File: config.mk
export PLATFORM = sky130hd
export DESIGN_NAME = alu_sequencer
export DESIGN_NICKNAME = d
export VERILOG_FILES = /design/src/rtl/alu_pkg.sv /design/src/rtl/alu_regfile.sv /design/src/rtl/alu_sequencer.sv
export SDC_FILE = /design/constraint.sdc
export NUM_CORES = 1
export LEC_CHECK = 0
export ABC_AREA = 1
export CORE_MARGIN = 10
export CORE_UTILIZATION = 55
export CTS_CLUSTER_DIAMETER = 120
export CTS_CLUSTER_SIZE = 40
export DETAILED_ROUTE_END_ITERATION = 8
export PLACE_DENSITY_LB_ADDON = 0.1
export SLEW_MARGIN = 20
export SYNTH_ARGS = -nofsm -noshare
export SYNTH_HDL_FRONTEND = slang
export SYNTH_SLANG_ARGS = --single-unit
File: constraint.sdc
create_clock -name CLK -period 1.95 [get_ports CLK]
set_input_delay 0.195 -clock CLK [delete_from_list [all_inputs] [get_ports CLK]]
set_output_delay 0.195 -clock CLK [all_outputs]
set_load 0.01 [all_outputs]
File: src/rtl/alu_pkg.sv
`default_nettype none
// ============================================================================
// Module   : alu_pkg
// Purpose  : Shared definitions for the ALU operand-fetch/writeback sequencer:
//            opcodes, FSM state encoding, instruction field positions and
//            flag bit positions within the stored FLAGS vector.
// Ports    : n/a (package)
// Revision : 1.0 - initial release
// ============================================================================
package alu_pkg;

  // ALU opcodes accepted by the sequencer; every other code is illegal.
  localparam logic [3:0] OP_ADD = 4'b0010;
  localparam logic [3:0] OP_SUB = 4'b0011;
  localparam logic [3:0] OP_AND = 4'b0100;
  localparam logic [3:0] OP_OR  = 4'b0101;
  localparam logic [3:0] OP_XOR = 4'b0110;
  localparam logic [3:0] OP_NOT = 4'b0111;

  // Instruction layout: {opcode[12:9], rd[8:6], rs1[5:3], rs2[2:0]}
  localparam int INSTR_W = 13;
  localparam int OPC_MSB = 12;
  localparam int OPC_LSB = 9;
  localparam int RD_MSB  = 8;
  localparam int RD_LSB  = 6;
  localparam int RS1_MSB = 5;
  localparam int RS1_LSB = 3;
  localparam int RS2_MSB = 2;
  localparam int RS2_LSB = 0;

  // Bit positions inside FLAGS = {CF, OF, SF, ZF}
  localparam int FLAG_CF = 3;
  localparam int FLAG_OF = 2;
  localparam int FLAG_SF = 1;
  localparam int FLAG_ZF = 0;

  typedef enum logic [1:0] {
    ST_IDLE    = 2'd0,
    ST_ISSUE   = 2'd1,
    ST_CAPTURE = 2'd2
  } state_t;

  // Legal opcodes form the contiguous range ADD..NOT.
  function automatic logic op_is_legal(input logic [3:0] op);
    return (op >= OP_ADD) && (op <= OP_NOT);
  endfunction

endpackage : alu_pkg
`default_nettype wire

File: src/rtl/alu_regfile.sv
`default_nettype none
// ============================================================================
// Module   : alu_regfile
// Purpose  : NREGS x WIDTH register file for the ALU sequencer. One
//            synchronous write port shared between host preload and ALU
//            writeback, two synchronously-read operand ports with a common
//            read enable, and one combinational observation port.
// Ports    : clk, rst                    - clock, sync active-high clear
//            host_we/host_addr/host_data - host write request
//            wb_sel/wb_addr/wb_data      - writeback request (wins the port)
//            rd_en, rs1_addr, rs2_addr   - operand read request
//            rs1_data, rs2_data          - registered operand values
//            obs_addr, obs_data          - combinational observe read
// Revision : 1.0 - initial release
// ============================================================================
module alu_regfile #(
  parameter int WIDTH = 8,
  parameter int NREGS = 8,
  parameter int AW    = $clog2(NREGS)
) (
  input  logic             clk,
  input  logic             rst,
  input  logic             host_we,
  input  logic [AW-1:0]    host_addr,
  input  logic [WIDTH-1:0] host_data,
  input  logic             wb_sel,
  input  logic [AW-1:0]    wb_addr,
  input  logic [WIDTH-1:0] wb_data,
  input  logic             rd_en,
  input  logic [AW-1:0]    rs1_addr,
  input  logic [AW-1:0]    rs2_addr,
  output logic [WIDTH-1:0] rs1_data,
  output logic [WIDTH-1:0] rs2_data,
  input  logic [AW-1:0]    obs_addr,
  output logic [WIDTH-1:0] obs_data
);

  logic [WIDTH-1:0] regs [NREGS];

  logic             we;
  logic [AW-1:0]    waddr;
  logic [WIDTH-1:0] wdata;

  // The sequencer never raises both requests in the same cycle (host writes
  // are gated to IDLE, writeback happens in CAPTURE); writeback still takes
  // the port so a stray host request can never corrupt a result.
  always_comb begin
    we    = wb_sel | host_we;
    waddr = wb_sel ? wb_addr : host_addr;
    wdata = wb_sel ? wb_data : host_data;
  end

  // Operand reads sample the array before this edge's write lands, so an
  // accept coinciding with a host write sees the pre-write contents.
  always_ff @(posedge clk) begin
    if (rst) begin
      for (int i = 0; i < NREGS; i++) begin
        regs[i] <= '0;
      end
      rs1_data <= '0;
      rs2_data <= '0;
    end else begin
      if (we) begin
        regs[waddr] <= wdata;
      end
      if (rd_en) begin
        rs1_data <= regs[rs1_addr];
        rs2_data <= regs[rs2_addr];
      end
    end
  end

  assign obs_data = regs[obs_addr];

endmodule : alu_regfile
`default_nettype wire

File: src/rtl/alu_sequencer.sv
`default_nettype none
// ============================================================================
// Module   : alu_sequencer
// Purpose  : Operand-fetch / writeback stage wrapped around an 8-bit ALU.
//            Accepts one register-to-register instruction per VALID/READY
//            handshake, fetches operands from an internal register file,
//            drives the ALU through ISSUE (EN) and CAPTURE (OE), then writes
//            the result and flags back. Host can preload registers in IDLE.
// Ports    : CLK, RST                      - clock, sync active-high reset
//            INSTR_VALID/INSTR_READY/INSTR - instruction handshake
//            WR_EN/WR_ADDR/WR_DATA         - host register write
//            RD_ADDR/RD_DATA               - combinational register observe
//            ALU_EN/ALU_OE/ALU_OPCODE/ALU_A/ALU_B - to the ALU
//            ALU_RESULT, CF_IN/OF_IN/SF_IN/ZF_IN  - from the ALU
//            FLAGS                         - stored {CF,OF,SF,ZF}
//            DONE, ERR                     - completion / illegal-op pulses
// Revision : 1.0 - initial release
// ============================================================================
module alu_sequencer
  import alu_pkg::*;
#(
  parameter int WIDTH = 8,
  parameter int NREGS = 8,
  parameter int AW    = $clog2(NREGS)
) (
  input  logic               CLK,
  input  logic               RST,
  input  logic               INSTR_VALID,
  output logic               INSTR_READY,
  input  logic [INSTR_W-1:0] INSTR,
  input  logic               WR_EN,
  input  logic [AW-1:0]      WR_ADDR,
  input  logic [WIDTH-1:0]   WR_DATA,
  input  logic [AW-1:0]      RD_ADDR,
  output logic [WIDTH-1:0]   RD_DATA,
  output logic               ALU_EN,
  output logic               ALU_OE,
  output logic [3:0]         ALU_OPCODE,
  output logic [WIDTH-1:0]   ALU_A,
  output logic [WIDTH-1:0]   ALU_B,
  input  logic [WIDTH-1:0]   ALU_RESULT,
  input  logic               CF_IN,
  input  logic               OF_IN,
  input  logic               SF_IN,
  input  logic               ZF_IN,
  output logic [3:0]         FLAGS,
  output logic               DONE,
  output logic               ERR
);

  state_t      state;
  state_t      state_nxt;
  logic        en_nxt;
  logic        oe_nxt;
  logic        done_nxt;
  logic        err_nxt;
  logic        accept;
  logic [AW-1:0] rd_q;

  logic [3:0]    instr_op;
  logic [AW-1:0] instr_rd;
  logic [AW-1:0] instr_rs1;
  logic [AW-1:0] instr_rs2;

  assign instr_op  = INSTR[OPC_MSB:OPC_LSB];
  assign instr_rd  = INSTR[RD_MSB:RD_LSB];
  assign instr_rs1 = INSTR[RS1_MSB:RS1_LSB];
  assign instr_rs2 = INSTR[RS2_MSB:RS2_LSB];

  assign INSTR_READY = (state == ST_IDLE);
  assign accept      = (state == ST_IDLE) && INSTR_VALID && op_is_legal(instr_op);

  // --------------------------------------------------------------------------
  // Next-state and registered-output decode
  // --------------------------------------------------------------------------
  always_comb begin
    state_nxt = state;
    en_nxt    = 1'b0;
    oe_nxt    = 1'b0;
    done_nxt  = 1'b0;
    err_nxt   = 1'b0;
    case (state)
      ST_IDLE: begin
        if (INSTR_VALID) begin
          if (op_is_legal(instr_op)) begin
            state_nxt = ST_ISSUE;
            en_nxt    = 1'b1;
          end else begin
            err_nxt = 1'b1;
          end
        end
      end
      ST_ISSUE: begin
        // ALU registers its result at the end of this cycle; present OE next.
        state_nxt = ST_CAPTURE;
        oe_nxt    = 1'b1;
      end
      ST_CAPTURE: begin
        state_nxt = ST_IDLE;
        done_nxt  = 1'b1;
      end
      default: begin
        state_nxt = ST_IDLE;
      end
    endcase
  end

  // --------------------------------------------------------------------------
  // State and output registers
  // --------------------------------------------------------------------------
  always_ff @(posedge CLK) begin
    if (RST) begin
      state      <= ST_IDLE;
      ALU_EN     <= 1'b0;
      ALU_OE     <= 1'b0;
      ALU_OPCODE <= 4'b0000;
      DONE       <= 1'b0;
      ERR        <= 1'b0;
      FLAGS      <= 4'b0000;
      rd_q       <= '0;
    end else begin
      state  <= state_nxt;
      ALU_EN <= en_nxt;
      ALU_OE <= oe_nxt;
      DONE   <= done_nxt;
      ERR    <= err_nxt;
      if (accept) begin
        ALU_OPCODE <= instr_op;
        rd_q       <= instr_rd;
      end
      // Flags are stored exactly as the ALU presents them; on logic ops the
      // ALU itself holds CF/OF, so the previous values carry through here.
      if (state == ST_CAPTURE) begin
        FLAGS[FLAG_CF] <= CF_IN;
        FLAGS[FLAG_OF] <= OF_IN;
        FLAGS[FLAG_SF] <= SF_IN;
        FLAGS[FLAG_ZF] <= ZF_IN;
      end
    end
  end

  // --------------------------------------------------------------------------
  // Register file: operands land directly on ALU_A/ALU_B
  // --------------------------------------------------------------------------
  alu_regfile #(
    .WIDTH (WIDTH),
    .NREGS (NREGS),
    .AW    (AW)
  ) u_regfile (
    .clk       (CLK),
    .rst       (RST),
    .host_we   (WR_EN && (state == ST_IDLE)),
    .host_addr (WR_ADDR),
    .host_data (WR_DATA),
    .wb_sel    (state == ST_CAPTURE),
    .wb_addr   (rd_q),
    .wb_data   (ALU_RESULT),
    .rd_en     (accept),
    .rs1_addr  (instr_rs1),
    .rs2_addr  (instr_rs2),
    .rs1_data  (ALU_A),
    .rs2_data  (ALU_B),
    .obs_addr  (RD_ADDR),
    .obs_data  (RD_DATA)
  );

endmodule : alu_sequencer
`default_nettype wire

Yosys cells after proc, flatten, opt, wreduce, memory -nomap -nowiden. Memory sizes are Yosys's and may differ from the RTL's. A register that Yosys moved wholly into a read port is not among the register bits. Index checks and enable logic that the tools add are counted.

Magnitude comparators: 2. Equality and inequality tests: 4. Mux-type cells: 17. Bitwise operators: 3. Reductions and logical operators: 8.

Operators with widths (count): two-way mux 8 bit (2); two-way mux 1 bit (10); OR reduction 8 bit (1); two-way mux 3 bit (2); greater-or-equal comparator 4 x 2 -> 1 bit, second input constant (1); <= comparator 4 x 3 -> 1 bit, second input constant (1); logical AND 1 bit (4); two-way mux 2 bit (2); case mux 2 bit (2 select lines) (1); OR reduction 3 bit (1); == test 2 x 1 -> 1 bit, second input constant (1); == test 2 bit, second input constant (1); zero test 2 bit (1); != test 2 x 1 -> 1 bit, second input constant (1); != test 2 bit, second input constant (1); NOT 1 bit (2); AND reduction 2 bit (1); bitwise OR 1 bit (1).

Register bits after elaboration: 17. RAM bits: 64. Input bits: 43. Output and inout port bits: 37. Logic and storage cells: 43. Memories kept: 1.

Memory list: u_regfile.regs (depth 8, bits a word 8, read ports 3, clocked after Yosys merged registers in 2, wr ports 8, line alu_regfile.sv:38) `logic [WIDTH-1:0] regs [NREGS];`.

Depth between registers and ports, before layout.
Depth in word-level cells: 8. Mapped depth: 8. Depth with buffers taken out: 8.

By module. Synthesis repeated with hierarchy kept, for this count alone.

Cells, all modules: 744. Area total of the unflattened synthesis: 5450.2 um^2.

By module, submodules not included: alu_regfile (times used 1, cells an instance 659, area each 4780.8 um^2, sequential area each 2242.2 um^2); alu_sequencer (times used 1, cells an instance 85, area each 669.4 um^2, sequential area each 340.3 um^2).

Least setup slack after synthesis. Ideal clock, no wire load.

Path type: flip-flop to flip-flop. From: reg state[0]. To: mem u_regfile.regs[6][0], enable pin. Library setup time: 329 ps. Data arrival time: 1319 ps. Data required time: 1621 ps. Setup slack: 302 ps. Cell stages (with the launch flop): 9. Path buffers: 0. Period minus slack after synthesis: 1648 ps. Cells stage by stage: dfxtp_1 inv_1 nand2_4 inv_2 nand2_1 nand2_1 nor2_4 nand2_2 nand2_1.

RTL lines: from (decl) (line alu_sequencer.sv:51) `state_t state;`; from (signal assigned) (line alu_sequencer.sv:122) `state <= state_nxt;`; to (decl) (line alu_regfile.sv:38).

==> run metrics <==
status finished clean; Post-Syn Area between 5000 and 6000 µm²; synth top area cells edfxtp_1 35%, dfxtp_1 12%, nand2_1 12%; CTS tree done; Setup crit end kind output pin; hold_buf cts 0; Least-Margin Pin Slew around 650 ps; RSZ-0062 raised after global routing false; pin count of the biggest net entering global routing 33; Mapped Cells between 700 and 800; final setup fails 0; filler instances ~800; max_cap viols 0; drt pass-1 iters 5; number of global-route vias before repair slightly above 5000; area of the multi-input gates approximately 2400 µm²; share of the synthesized area in the top cell type between 30% and 40%; Reg area ~2600 µm²; Distinct cells, synth 24; Yosys top cell by area edfxtp_1; Leak around 2.9 nW; first-pass GRT wire length 27.6 mm; slew margin rel. approximately 57%; Layout area overhead 24.2%; number of antenna violations at the first check in global routing 0; Design Power 4.57 mW; CP peak stage delay 390 ps; critical path type reg2out; leading cell type in the layout, fill and taps excluded nand2_1; DP Wirelength 13.2 mm; hold_ws between 300 and 400 ps; worst min path class in2reg; Buf+Inv Stages, Crit Path 2; WP data arrival roughly 1700 ps; Post-synth EDFFs 64; Sink Count slightly below 100; placed standard-cell area roughly 6500 µm²; floorplan core area slightly below 10000 µm²; min cycle time layout between 1500 and 2000 ps; commonest cells after routing, fill and taps aside 168 x nand2_1, 120 x nand3_1, 84 x nor2_1; final instance area 6740 µm²; row count 36; CP cell instances inv_1 > a21oi_1 > o21ai_0 > nand2_1 > o21a_1 > dlygate4sd2_1; layout cells sized above 1 about a tenth; H-tree depth 3; Port Buf Inserts 79; die area 14200 µm²; Max clock buf depth 2; Avg Inst Size Synth approximately 7.5 µm²; syn_nets 766; FFs w/ async S/R, synth 0%; VDD IR max roughly 610 µV; via count around 5300; Num CTS Buffers 9; final hold violation count 0; GPL Wtd Cong 0.935; Yosys reg bits between 90 and 100; Most used DFF post-synth edfxtp_1; ANT nets after route 0; PD cells around 680 nW/µm²; fin crit share a little over nine tenths; GR Overflow Total 0; crit-path leading delay family buffers and inverters; fmax between 500 and 600 MHz; Slowest-stage cell, CP edfxtp_1; CP Launch Type flop; die width 119 µm; Seq/Total Area, Yosys a little under half; DRC Markers 0; I/O pins 80; Starting Density 56.0%; max-slew violations 0; routed wire length between 15 and 20 mm; Die Y between 100 and 150 µm; Root Buffer clkbuf_8; Detailed Route Iter0 Violations a little under 600; diode count 0; WL/cell roughly 18 µm; Via density roughly 5.6; nets between 800 and 900; Clock Latency Late Sink slightly below 400 ps; worst path required time roughly 1800 ps; Clock Pin Slew Worst Setup and Hold Paths 110 ps; GR Util All Layers between 20% and 30%; Final Skew between 20 and 25 ps; Max FO, Critical Path 3; Syn. warnings 0
[Yosys cell counts (2+ instances only)]
library cell / count
nand2_1: 168
buf_1: 4
dfxtp_1: 33
nor3_1: 3
mux2i_4: 5
o21a_1: 8
a21oi_1: 53
inv_1: 80
o21ai_2: 2
mux2i_1: 3
nand3_1: 120
edfxtp_1: 64
nor2_1: 84
o21ai_0: 42
nand2_2: 8
inv_2: 3
clkbuf_1: 28
buf_2: 9
[routing by layer]
layer / vias to the layer above / GRT usage (%) / part of all wire (%)
met1: 2417 / 32.6 / 41
met4: 0 / 9.28 / 2.8
met3: 30 / 5.53 / 10
met2: 316 / 37.6 / 46
li1: 2531 / - / -
met5: - / 0 / 0
[path summary, 6_finish.rpt]
kind / start / endpoint / slack (ps) / cells past startpoint
worst max-delay path: u_regfile.regs[1][4]$_SDFFCE_PN0P_ / RD_DATA[4] / 90 / 6
worst max register to register: state[1]$_SDFFE_PP0P_ / u_regfile.regs[5][0]$_SDFFCE_PN0P_ / 150 / 6
worst min register to register: ALU_OPCODE[3]$_SDFFE_PP0P_ / ALU_OPCODE[3]$_SDFFE_PP0P_ / 460 / 2
worst min-delay path: INSTR[11] / ALU_OPCODE[2]$_SDFFE_PP0P_ / 370 / 3
[cells by family after synthesis]
logic type | after synthesis | share of synthesized area (%)
buffers and inverters | 125 | 8.92
AOI/OAI and AO/OA | 107 | 10.6
muxes | 8 | 2.63
and+or+nand+nor | 386 | 30.2
DFF | 97 | 47.6
[report_power, final]
| part | switching [mW] | total (mW) | internal [mW] |
|---|---|---|---|
| clock | 0.840 | 1.36 | 0.521 |
| combinational | 0.521 | 0.876 | 0.354 |
| sequential | 0.0520 | 2.33 | 2.28 |
| total | 1.41 | 4.57 | 3.16 |
[what timing repair did]
item,in CTS,in global routing
resized for setup,10,8
pin swaps,0,0
setup buffers,1,0
endpoints found under the hold margin,0,0
endpoints found under the setup margin,8,8
[flip-flops by register name, indices dropped and copies added, names as in the netlist]
register / flops
ALU_EN: 1
rd_q: 3
u_regfile.rs2_data: 8
u_regfile.regs: 64
u_regfile.rs1_data: 8
ALU_OPCODE: 4
ERR: 1
DONE: 1
ALU_OE: 1
state: 2
FLAGS: 4
[through the flow]
stage          std cells  util, %  TNS, ps  setup slack, ps
2_1_floorplan        723        -        0              302
3_3_place_gp         926     67.2    -1510             -231
3_5_place_dp         926     67.2    -2510             -254
4_1_cts              943     69.5        0             8.74
5_1_grt              943     69.6        0            0.719
6_report             943     69.6        0             90.9
[final cells by class]
class | instances | share of cell area [%]
clock inverter | 7 | 1.32
clock buffer | 9 | 1.84
tap | 133 | 2.47
inverter | 83 | 4.68
multi-input combinational | 501 | 35.0
timing repair buffer | 113 | 16.4
sequential | 97 | 38.3
[worst register-to-register path, stage by stage (launching register included)]
cell and delay, ps:
dfxtp_1 470, nand2_4 130, o21ai_2 230, inv_2 70
nor2_1 190, nand2_2 100, nand2_1 290
Note: power is estimated with default switching activity, not from simulation.
